File: src/rtl/ax25_hdlc_framer.sv
// AX.25 HDLC framer: flag preamble, bit-stuffed payload, optional FCS, flag tail, NRZI line coding.
// Optional CRC-16/X.25 frame check sequence enabled by defining HDLC_FCS_EN.
//
// state      | meaning
// S_IDLE     | carrier off, line level held, waiting for a byte and a bit strobe
// S_PREAMBLE | sending opening 0x7E flags, unstuffed
// S_PAYLOAD  | sending bit-stuffed payload bytes back to back
// S_FCS      | sending the 16-bit inverted CRC, stuffed (HDLC_FCS_EN only)
// S_TAIL     | sending closing 0x7E flags, then one quiet period before idle
module ax25_hdlc_framer #(
  parameter int PREAMBLE_FLAGS = 8,
  parameter int TAIL_FLAGS     = 2
) (
  input  logic       CLK,
  input  logic       RST_N,
  input  logic       EN,
  input  logic [7:0] DATA_in,
  input  logic       VALID_in,
  output logic       READY_out,
  output logic       DATA,
  output logic       DET,
  output logic       BUSY
);

  localparam int          FMAX = (PREAMBLE_FLAGS > TAIL_FLAGS) ? PREAMBLE_FLAGS : TAIL_FLAGS;
  localparam int          FW   = $clog2(FMAX) + 1;
  localparam logic [15:0] FLAG = 16'h007E;

  typedef enum logic [2:0] {
    S_IDLE,
    S_PREAMBLE,
    S_PAYLOAD,
`ifdef HDLC_FCS_EN
    S_FCS,
`endif
    S_TAIL
  } state_t;

  state_t        r_state, w_state_nxt;
  logic [15:0]   r_shift, w_shift_nxt;
  logic [4:0]    r_bits_left, w_bits_nxt;
  logic [FW-1:0] r_flag_cnt, w_flag_nxt;
  logic [2:0]    r_ones, w_ones_nxt;
  logic          r_level, w_level_nxt;
  logic          r_det, w_det_nxt;
  logic [7:0]    r_hold, w_hold_nxt;
  logic          r_full, w_full_nxt;

  logic          w_stuff;
  logic          w_bound;
  logic          w_tx_bit;

`ifdef HDLC_FCS_EN
  logic [15:0]   r_crc, w_crc_nxt;
  logic [15:0]   w_crc_upd;
  logic [15:0]   w_crc_cur;

  assign w_crc_upd = {1'b0, r_crc[15:1]} ^ ((r_crc[0] ^ r_shift[0]) ? 16'h8408 : 16'h0000);
  assign w_crc_cur = w_stuff ? r_crc : w_crc_upd;
`endif

  // A byte (or FCS) boundary is reached once the last source bit and any stuff bit it triggers are out.
  assign w_stuff  = (r_ones == 3'd5);
  assign w_bound  = w_stuff ? (r_bits_left == 5'd0)
                            : ((r_bits_left == 5'd1) && !(r_shift[0] && (r_ones == 3'd4)));
  assign w_tx_bit = w_stuff ? 1'b0 : r_shift[0];

  always_comb begin
    w_state_nxt = r_state;
    w_shift_nxt = r_shift;
    w_bits_nxt  = r_bits_left;
    w_flag_nxt  = r_flag_cnt;
    w_ones_nxt  = r_ones;
    w_level_nxt = r_level;
    w_det_nxt   = r_det;
    w_hold_nxt  = r_hold;
    w_full_nxt  = r_full;
`ifdef HDLC_FCS_EN
    w_crc_nxt   = r_crc;
`endif

    if (VALID_in && !r_full) begin
      w_hold_nxt = DATA_in;
      w_full_nxt = 1'b1;
    end

    if (EN) begin
      case (r_state)
        S_IDLE: begin
          w_det_nxt = 1'b0;
          if (r_full) begin
            // First flag bit (a 0) goes out on this strobe.
            w_state_nxt = S_PREAMBLE;
            w_det_nxt   = 1'b1;
            w_level_nxt = ~r_level;
            w_shift_nxt = FLAG >> 1;
            w_bits_nxt  = 5'd7;
            w_flag_nxt  = FW'(PREAMBLE_FLAGS - 1);
            w_ones_nxt  = 3'd0;
`ifdef HDLC_FCS_EN
            w_crc_nxt   = 16'hFFFF;
`endif
          end
        end

        S_PREAMBLE: begin
          w_level_nxt = r_shift[0] ? r_level : ~r_level;
          w_shift_nxt = {1'b0, r_shift[15:1]};
          w_bits_nxt  = r_bits_left - 5'd1;
          if (r_bits_left == 5'd1) begin
            if (r_flag_cnt == '0) begin
              w_state_nxt = S_PAYLOAD;
              w_shift_nxt = {8'h00, r_hold};
              w_bits_nxt  = 5'd8;
              w_full_nxt  = 1'b0;
              w_ones_nxt  = 3'd0;
            end else begin
              w_shift_nxt = FLAG;
              w_bits_nxt  = 5'd8;
              w_flag_nxt  = r_flag_cnt - FW'(1);
            end
          end
        end

        S_TAIL: begin
          if (r_bits_left == 5'd0) begin
            w_state_nxt = S_IDLE;
            w_det_nxt   = 1'b0;
          end else begin
            w_level_nxt = r_shift[0] ? r_level : ~r_level;
            w_shift_nxt = {1'b0, r_shift[15:1]};
            w_bits_nxt  = r_bits_left - 5'd1;
            if ((r_bits_left == 5'd1) && (r_flag_cnt != '0)) begin
              w_shift_nxt = FLAG;
              w_bits_nxt  = 5'd8;
              w_flag_nxt  = r_flag_cnt - FW'(1);
            end
          end
        end

`ifdef HDLC_FCS_EN
        S_FCS,
`endif
        S_PAYLOAD: begin
          w_level_nxt = w_tx_bit ? r_level : ~r_level;
          if (w_stuff) begin
            w_ones_nxt = 3'd0;
          end else begin
            w_shift_nxt = {1'b0, r_shift[15:1]};
            w_bits_nxt  = r_bits_left - 5'd1;
            w_ones_nxt  = r_shift[0] ? (r_ones + 3'd1) : 3'd0;
`ifdef HDLC_FCS_EN
            if (r_state == S_PAYLOAD) w_crc_nxt = w_crc_upd;
`endif
          end
          if (w_bound) begin
            if ((r_state == S_PAYLOAD) && r_full) begin
              w_shift_nxt = {8'h00, r_hold};
              w_bits_nxt  = 5'd8;
              w_full_nxt  = 1'b0;
            end
`ifdef HDLC_FCS_EN
            else if (r_state == S_PAYLOAD) begin
              w_state_nxt = S_FCS;
              w_shift_nxt = ~w_crc_cur;
              w_bits_nxt  = 5'd16;
            end
`endif
            else begin
              w_state_nxt = S_TAIL;
              w_shift_nxt = FLAG;
              w_bits_nxt  = 5'd8;
              w_flag_nxt  = FW'(TAIL_FLAGS - 1);
              w_ones_nxt  = 3'd0;
            end
          end
        end

        default: w_state_nxt = S_IDLE;
      endcase
    end
  end

  always_ff @(posedge CLK) begin
    if (!RST_N) begin
      r_state     <= S_IDLE;
      r_shift     <= '0;
      r_bits_left <= '0;
      r_flag_cnt  <= '0;
      r_ones      <= '0;
      r_level     <= 1'b0;
      r_det       <= 1'b0;
      r_hold      <= '0;
      r_full      <= 1'b0;
`ifdef HDLC_FCS_EN
      r_crc       <= 16'hFFFF;
`endif
    end else begin
      r_state     <= w_state_nxt;
      r_shift     <= w_shift_nxt;
      r_bits_left <= w_bits_nxt;
      r_flag_cnt  <= w_flag_nxt;
      r_ones      <= w_ones_nxt;
      r_level     <= w_level_nxt;
      r_det       <= w_det_nxt;
      r_hold      <= w_hold_nxt;
      r_full      <= w_full_nxt;
`ifdef HDLC_FCS_EN
      r_crc       <= w_crc_nxt;
`endif
    end
  end

  assign READY_out = !r_full;
  assign DATA      = r_level;
  assign DET       = r_det;
  assign BUSY      = (r_state != S_IDLE);

endmodule

File: config.mk
export PLATFORM = sky130hd
export DESIGN_NAME = ax25_hdlc_framer
export DESIGN_NICKNAME = d
export VERILOG_FILES = /design/src/rtl/ax25_hdlc_framer.sv
export SDC_FILE = /design/constraint.sdc
export NUM_CORES = 1
export LEC_CHECK = 0
export CAP_MARGIN = 20
export CELL_PAD_IN_SITES_DETAIL_PLACEMENT = 2
export CELL_PAD_IN_SITES_GLOBAL_PLACEMENT = 2
export CORE_MARGIN = 4
export CORE_UTILIZATION = 37
export CTS_CLUSTER_DIAMETER = 200
export DETAILED_ROUTE_END_ITERATION = 10
export GPL_TIMING_DRIVEN = 0
export HOLD_SLACK_MARGIN = 0.15
export MAX_ROUTING_LAYER = met4
export PLACE_DENSITY = 0.89
export REMOVE_ABC_BUFFERS = 1
export SETUP_SLACK_MARGIN = 0.02
export SYNTH_ARGS = -nofsm -noshare
export SYNTH_HDL_FRONTEND = slang
export SYNTH_SLANG_ARGS = --single-unit
File: constraint.sdc
create_clock -name CLK -period 4.4 [get_ports CLK]
set_input_delay 0.88 -clock CLK [delete_from_list [all_inputs] [get_ports CLK]]
set_output_delay 0.88 -clock CLK [all_outputs]
set_load 0.005 [all_outputs]
==> results of run 1 <==
-- per-layer routing --
| metal | global-route usage | part of all wire |
|---|---|---|
| met1 | 0.2587 | 0.48 |
| met2 | 0.3293 | 0.49 |
| met3 | 0.03796 | 0.025 |
| met4 | 0.05482 | 0.0075 |
| met5 | - | 0 |
-- critical path, delay by kind of cell, from the launching register on --
kind            cells  cell delay [ns]
flops               1             0.31
buf+inv             1             0.10
compound gates      3             1.48
fa+ha+maj           1             0.18
simple gates        2             0.67
-- where the power goes --
part	switching, mW	leakage, nW	internal [mW]
clock	0.109	0.0395	0.112
sequential	0.0277	0.270	0.325
combinational	0.149	0.541	0.0925
total	0.286	0.851	0.530
-- logic make-up (layout without fill, tap and decap cells) --
family,after synthesis,in the layout,synth area share
adder cells (fa/ha/maj),11,11,0.06748
flip-flops,33,33,0.3239
AO/OA/AOI/OAI,77,77,0.2558
buffers and inverters,26,37,0.06503
multiplexers,13,13,0.06380
AND/OR/NAND/NOR,92,92,0.2154
XOR/XNOR,2,2,0.008591
-- placed cells by master (no fill, tap or decap), types with 3 or more instances in the layout --
| master | synthesis | routed |
|---|---|---|
| a21oi_1 | 16 | 16 |
| a31oi_1 | 8 | 8 |
| clkbuf_1 | 5 | 3 |
| clkbuf_8 | 1 | 5 |
| clkdlybuf4s50_1 | 0 | 15 |
| dfxtp_1 | 33 | 33 |
| ha_1 | 11 | 11 |
| inv_1 | 13 | 13 |
| mux2i_1 | 13 | 13 |
| nand2_1 | 17 | 17 |
| nand2b_1 | 3 | 3 |
| nand3_1 | 8 | 8 |
| nand4b_1 | 3 | 3 |
| nor2_1 | 40 | 40 |
| nor3_1 | 6 | 6 |
| o211ai_1 | 6 | 6 |
| o21ai_0 | 21 | 21 |
-- how the worst max path moves through the flow --
stage	start	endpoint	depth (start not counted)
floorplan	r_bits_left[0]	r_flag_cnt[2]	7
global placement	RST_N	r_bits_left[2]	5
detailed placement	RST_N	r_bits_left[2]	5
CTS	r_state[0]	BUSY	4
global route	r_bits_left[1]	r_bits_left[4]	7
finish	r_bits_left[1]	r_bits_left[4]	7
-- flip-flops by register name (all words and copies together) (netlist names) --
signal / cells
DATA: 1
DET: 1
r_bits_left: 5
r_flag_cnt: 4
r_full: 1
r_hold: 8
r_ones: 3
r_shift: 8
r_state: 2
-- area by class of cell --
| type | instances | area [sq um] | share of cell area |
|---|---|---|---|
| clock buffer | 8 | 80.08 | 0.03516 |
| inverter | 14 | 52.55 | 0.02308 |
| tap | 70 | 87.58 | 0.03846 |
| timing repair buffer | 15 | 150.1 | 0.06593 |
| sequential | 33 | 660.6 | 0.2901 |
| multi-input combinational | 195 | 1246 | 0.5473 |
-- Yosys cell counts, drive strengths merged, types with 2 or more instances --
master,instances,area (sq um)
o211ai,6,45.04
clkbuf,6,32.53
a21boi,2,15.01
buf,5,37.53
o2111ai,2,17.52
nor2,40,150.1
a221oi,2,17.52
o21ai,21,105.1
nor3,6,30.03
o31ai,3,27.52
a31oi,8,50.05
a21oi,16,80.08
o221ai,2,23.77
a32oi,2,17.52
nand2,17,63.81
and2,2,13.77
or4b,2,20.02
nand2b,3,18.77
a211oi,3,35.03
ha,11,137.6
inv,13,48.80
nand4b,3,26.28
or3,2,12.51
nor2b,2,12.51
nand3,8,40.04
mux2i,13,130.1
dfxtp,33,660.6
-- metrics by stage --
step / util / area [sq um] / total power, mW
finish: 0.4348 / 2277 / 0.8156
global route: 0.4348 / 2277 / 0.8724
CTS: 0.4348 / 2277 / 0.8244
detailed placement: 0.4195 / 2197 / 0.5979
global placement: 0.4195 / 2197 / 0.5844
floorplan: - / 1959 / 0.5099
==> flow_metrics.tcl, run 1 <==
set metrics [dict create \
    status "complete, no violations" \
    hold_depth 2 \
    synthCells 254 \
    max_freq_mhz 346.2 \
    syn_area_sq_mm 0.002039 \
    hp-class "register to register" \
    hold_buffers 0 \
    drtIter0Drc 132 \
    finalWorstSetupSlack_ns 1.511 \
    r2r_start "r_bits_left[1]" \
    synth.distinct_cells 54 \
    drtPass1Iterations 4 \
    grt_pass1_wl_um 10250 \
    min_period_ns 2.889 \
    nNetsFinal 287 \
    dpl.hpwl_um 4445 \
    timing.setup.tns_ns 0 \
    required_ns 4.54 \
    skew_ns 0.005734 \
    relSlewSlack 0.3608 \
    track_usage 0.2033 \
    grt_pass1_vias 2071 \
    root_buffer "clkbuf_8" \
    cts_tree "built" \
    dp.cells 327 \
    max_stage_delay_ns 0.72 \
    irDropWorstVdd_mv 0.1999 \
    whs_ns 0.4881 \
    portBuffers 15 \
    pin_count 16 \
    synth.avg_cell_area_sq_um 8.029 \
    die-area_sq_mm 0.006764 \
    synth_seq_cells 33 \
    criticalPathCategory "register to register" \
    die_w_um 82.25 \
    fillers 609 \
    synthToLayoutAreaGrowth_pct 11.66 \
    rr_worst_depth 7 \
    htreeDepth 2 \
    antenna_found_initial 0 \
    min_to "r_ones[1]" \
    hp-start "r_ones[1]" \
    maxCapViolCount 0 \
    finalNonFillerCells 335 \
    hold_viol 0 \
    grt_max_degree 24 \
    post-route-drc-count 0 \
    post_cts_buffers 0 \
    leakage_nw 0.8507 \
    power_density_mw_per_mm2 358.2 \
    antenna_cells 0 \
    period_share 0.6565 \
    cts.path.max_buffers 2 \
    rsz0062_at_grt "no" \
    insertion_delay_ns 0.28 \
    vias 1947 \
    final-setup-viol-count 0 \
    row_count 26 \
    clk_pin_slew_ns 0.07 \
    overflow 0 \
    critPathArrivalTime_ns 3.03 \
    synth_edf_count 0 \
    reg2reg_to "r_bits_left[4]" \
    synthFlopType "dfxtp_1" \
    critPathCaptureType "register" \
    gp_congestion 0.8616 \
    cts_buffers 5 \
    ys_seq_area_frac 0.3239 \
    worst_pin_slew_ns 0.9568 \
    worstPathCellList "inv_1 > ha_1 > or4b_1 > a21oi_1 > o22ai_1 > a32oi_1 > nor2_1" \
    startpoint_type "register" \
    cp_slowest_cell "a21oi_1" \
    coreArea_sq_mm 0.005238 \
    preCtsSetupSlack_ns 1.376 \
    ant_nets 0 \
    drt_wl_total_um 6108 \
    die_h_um 82.25 \
    start_util 0.3894 \
    wl_per_cell_um 18.23 \
    final_max_slew_viol_count 0 \
    drive_gt1_frac 0.04528 \
    synthArstFlopShare 0 \
    path_max_fanout 11 \
    avgViaCountPerCell 5.812 \
    regToRegSetupSlack_ns 1.51 \
    cts.sinks 33 \
    cts-resized-gates 0 \
    yosysWarnings 0 \
]
Note: power is estimated with default switching activity, not from simulation.
==> run 2, diff against run 1 <==
--- a/config.mk
+++ b/config.mk
@@ -9,13 +9,13 @@
 export CELL_PAD_IN_SITES_DETAIL_PLACEMENT = 2
 export CELL_PAD_IN_SITES_GLOBAL_PLACEMENT = 2
 export CORE_MARGIN = 4
-export CORE_UTILIZATION = 37
+export CORE_UTILIZATION = 35
 export CTS_CLUSTER_DIAMETER = 200
 export DETAILED_ROUTE_END_ITERATION = 10
 export GPL_TIMING_DRIVEN = 0
 export HOLD_SLACK_MARGIN = 0.15
 export MAX_ROUTING_LAYER = met4
-export PLACE_DENSITY = 0.89
+export PLACE_DENSITY = 0.86
 export REMOVE_ABC_BUFFERS = 1
 export SETUP_SLACK_MARGIN = 0.02
 export SYNTH_ARGS = -nofsm -noshare
==> constraint.sdc (replaced) <==
create_clock -name CLK -period 2.7 [get_ports CLK]
set_input_delay 0.54 -clock CLK [delete_from_list [all_inputs] [get_ports CLK]]
set_output_delay 0.54 -clock CLK [all_outputs]
set_load 0.005 [all_outputs]
==> run 2 against run 1 <==
Against the previous run: critical path depth decreased by 3; non-clock buffer count unchanged; routed wire length increased by 4.3%; global-route usage decreased by 0.13 points; sequential share of layout area decreased by 0.50 points; flip-flop and latch count unchanged.
==> flow_metrics.tcl, run 2 (same netlist as run 1, synthesis figures left out) <==
set metrics [dict create \
    timing.setup.tns_ns 0 \
    cts.path.max_buffers 2 \
    layout_commonest_cell "nor2_1" \
    finalWorstSetupSlack_ns 0.1662 \
    crit_family "buffers and inverters" \
    dpl.hpwl_um 4479 \
    period_share 0.9385 \
    p_sw_uw 491.7 \
    power_density_mw_per_mm2 605.7 \
    die-area_sq_mm 0.007112 \
    fillers 651 \
    min_period_ns 2.534 \
    use_met1 0.2475 \
    root_buffer "clkbuf_8" \
    internal_power_uw 911.8 \
    clkPwrFrac 0.307 \
    critPathArrivalTime_ns 1.99 \
    maxCapViolCount 0 \
    portBuffers 15 \
    start_util 0.3659 \
    gp_congestion 0.8138 \
    p_total_mw 1.404 \
    use_met3 0.03238 \
    coreArea_sq_mm 0.005574 \
    hold_viol 0 \
    insertion_delay_ns 0.30 \
    skew_ns 0.01194 \
    grt_busiest_layer "met2" \
    cts.sinks 33 \
    vias 1952 \
    final-setup-viol-count 0 \
    grt_pass1_vias 2130 \
    drt_wl_total_um 6373 \
    rsz0062_at_grt "no" \
    utilization 0.4157 \
    synthToLayoutAreaGrowth_pct 13.62 \
    pin_count 16 \
    drtPass1Iterations 4 \
    irDropWorstVdd_mv 0.2804 \
    drtIter0Drc 135 \
    path_buf_inv 3 \
    die_w_um 84.34 \
    relSlewSlack 0.3284 \
    whs_ns 0.4803 \
    post-route-drc-count 0 \
    grt_max_degree 24 \
    cp_slowest_cell "clkdlybuf4s50_1" \
    layout_common_cells "38 x nor2_1, 33 x dfxtp_1, 21 x o21ai_0" \
    antenna_found_initial 0 \
    seq_area_sq_um 660.6 \
    hp-class "register to register" \
    die_h_um 84.34 \
    multi_input_area_sq_mm 0.001262 \
    htreeDepth 2 \
    path_max_fanout 8 \
    grt_pass1_wl_um 11170 \
    seqPwrFrac 0.410 \
    p_sw_frac 0.3503 \
    drive_gt1_frac 0.06792 \
    nNetsFinal 287 \
    antenna_cells 0 \
    biggestRegsByFlops "r_hold x8, r_shift x8, r_bits_left x5" \
    preCtsSetupSlack_ns -0.09117 \
    status "complete, no violations" \
    track_usage 0.2020 \
    cts_buffers 5 \
    ant_nets 0 \
    avgViaCountPerCell 5.792 \
    worst_path_most_repeated_cell "inv_1" \
    post_cts_buffers 0 \
    worst_pin_slew_ns 1.005 \
    critPathCaptureType "output pin" \
    row_count 27 \
    leakage_nw 0.8659 \
    criticalPathCategory "register to output pin" \
    cts_tree "built" \
    final_max_slew_viol_count 0 \
    required_ns 2.16 \
    max_freq_mhz 394.7 \
    max_stage_delay_ns 0.54 \
    worstPathCellList "inv_1 > ha_1 > inv_1 > clkdlybuf4s50_1" \
    power_frac_comb 0.283 \
    clk_pin_slew_ns 0.07 \
    grt.met2_usage 0.3415 \
    overflow 0 \
    startpoint_type "register" \
    wl_per_cell_um 18.91 \
]
==> run 2: layout make-up <==
| class | instances | share of cell area |
|---|---|---|
| clock inverters | 1 | 0.002160 |
| repair buffers | 15 | 0.06479 |
| inverters | 14 | 0.02268 |
| clock buffers | 7 | 0.04158 |
| flip-flops and latches | 33 | 0.2851 |
| multi-input cells | 195 | 0.5448 |
| well taps | 72 | 0.03888 |
==> run 2: worst reg2reg max path: stages, from the launching register on <==
cell and delay (ns):
dfxtp_1 0.31, inv_1 0.11, ha_1 0.19, or4b_1 0.63, a211oi_4 0.37, o221ai_2 0.27
or3_1 0.38, a31oi_1 0.15
==> run 2: what timing repair did <==
item	in CTS	in global routing
endpoints found under the setup margin	4	6
gates cloned	0	0
pin swaps	0	0
hold buffers	0	0
gates resized for setup	1	3
hold endpoints to repair	0	0
==> run 2: stage by stage <==
stage,cell area [sq um],cells
after floorplan,1959,242
after global placement,2200,329
after detailed placement,2200,329
after CTS,2305,337
after global routing,2317,337
final,2317,337
==> run 2: metal layers <==
layer / wire length [um] / part of all wire
met1: 2976 / 0.47
met4: 99 / 0.016
met5: 0 / 0
met3: 149 / 0.023
met2: 3148 / 0.49
==> run 2: path summary, 6_finish.rpt <==
| check | startpoint | endpoint | slack, ns | cells past startpoint |
|---|---|---|---|---|
| worst max-delay path | r_state[0] | BUSY | 0.17 | 4 |
| worst min-delay path | r_flag_cnt[3] | r_flag_cnt[3] | 0.48 | 2 |
| worst max register to register | r_bits_left[1] | r_flag_cnt[2] | 0.22 | 7 |
| worst min register to register | r_flag_cnt[3] | r_flag_cnt[3] | 0.48 | 2 |
==> run 2: power by group through the flow <==
stage          Clock (mW)  Sequential (mW)  Combinational (mW)
3_5_place_dp            0            0.586               0.387
5_1_grt             0.466            0.584               0.445
3_3_place_gp            0            0.582               0.368
4_1_cts             0.442            0.576               0.395
6_report            0.430            0.576               0.397
2_1_floorplan           0            0.571               0.260
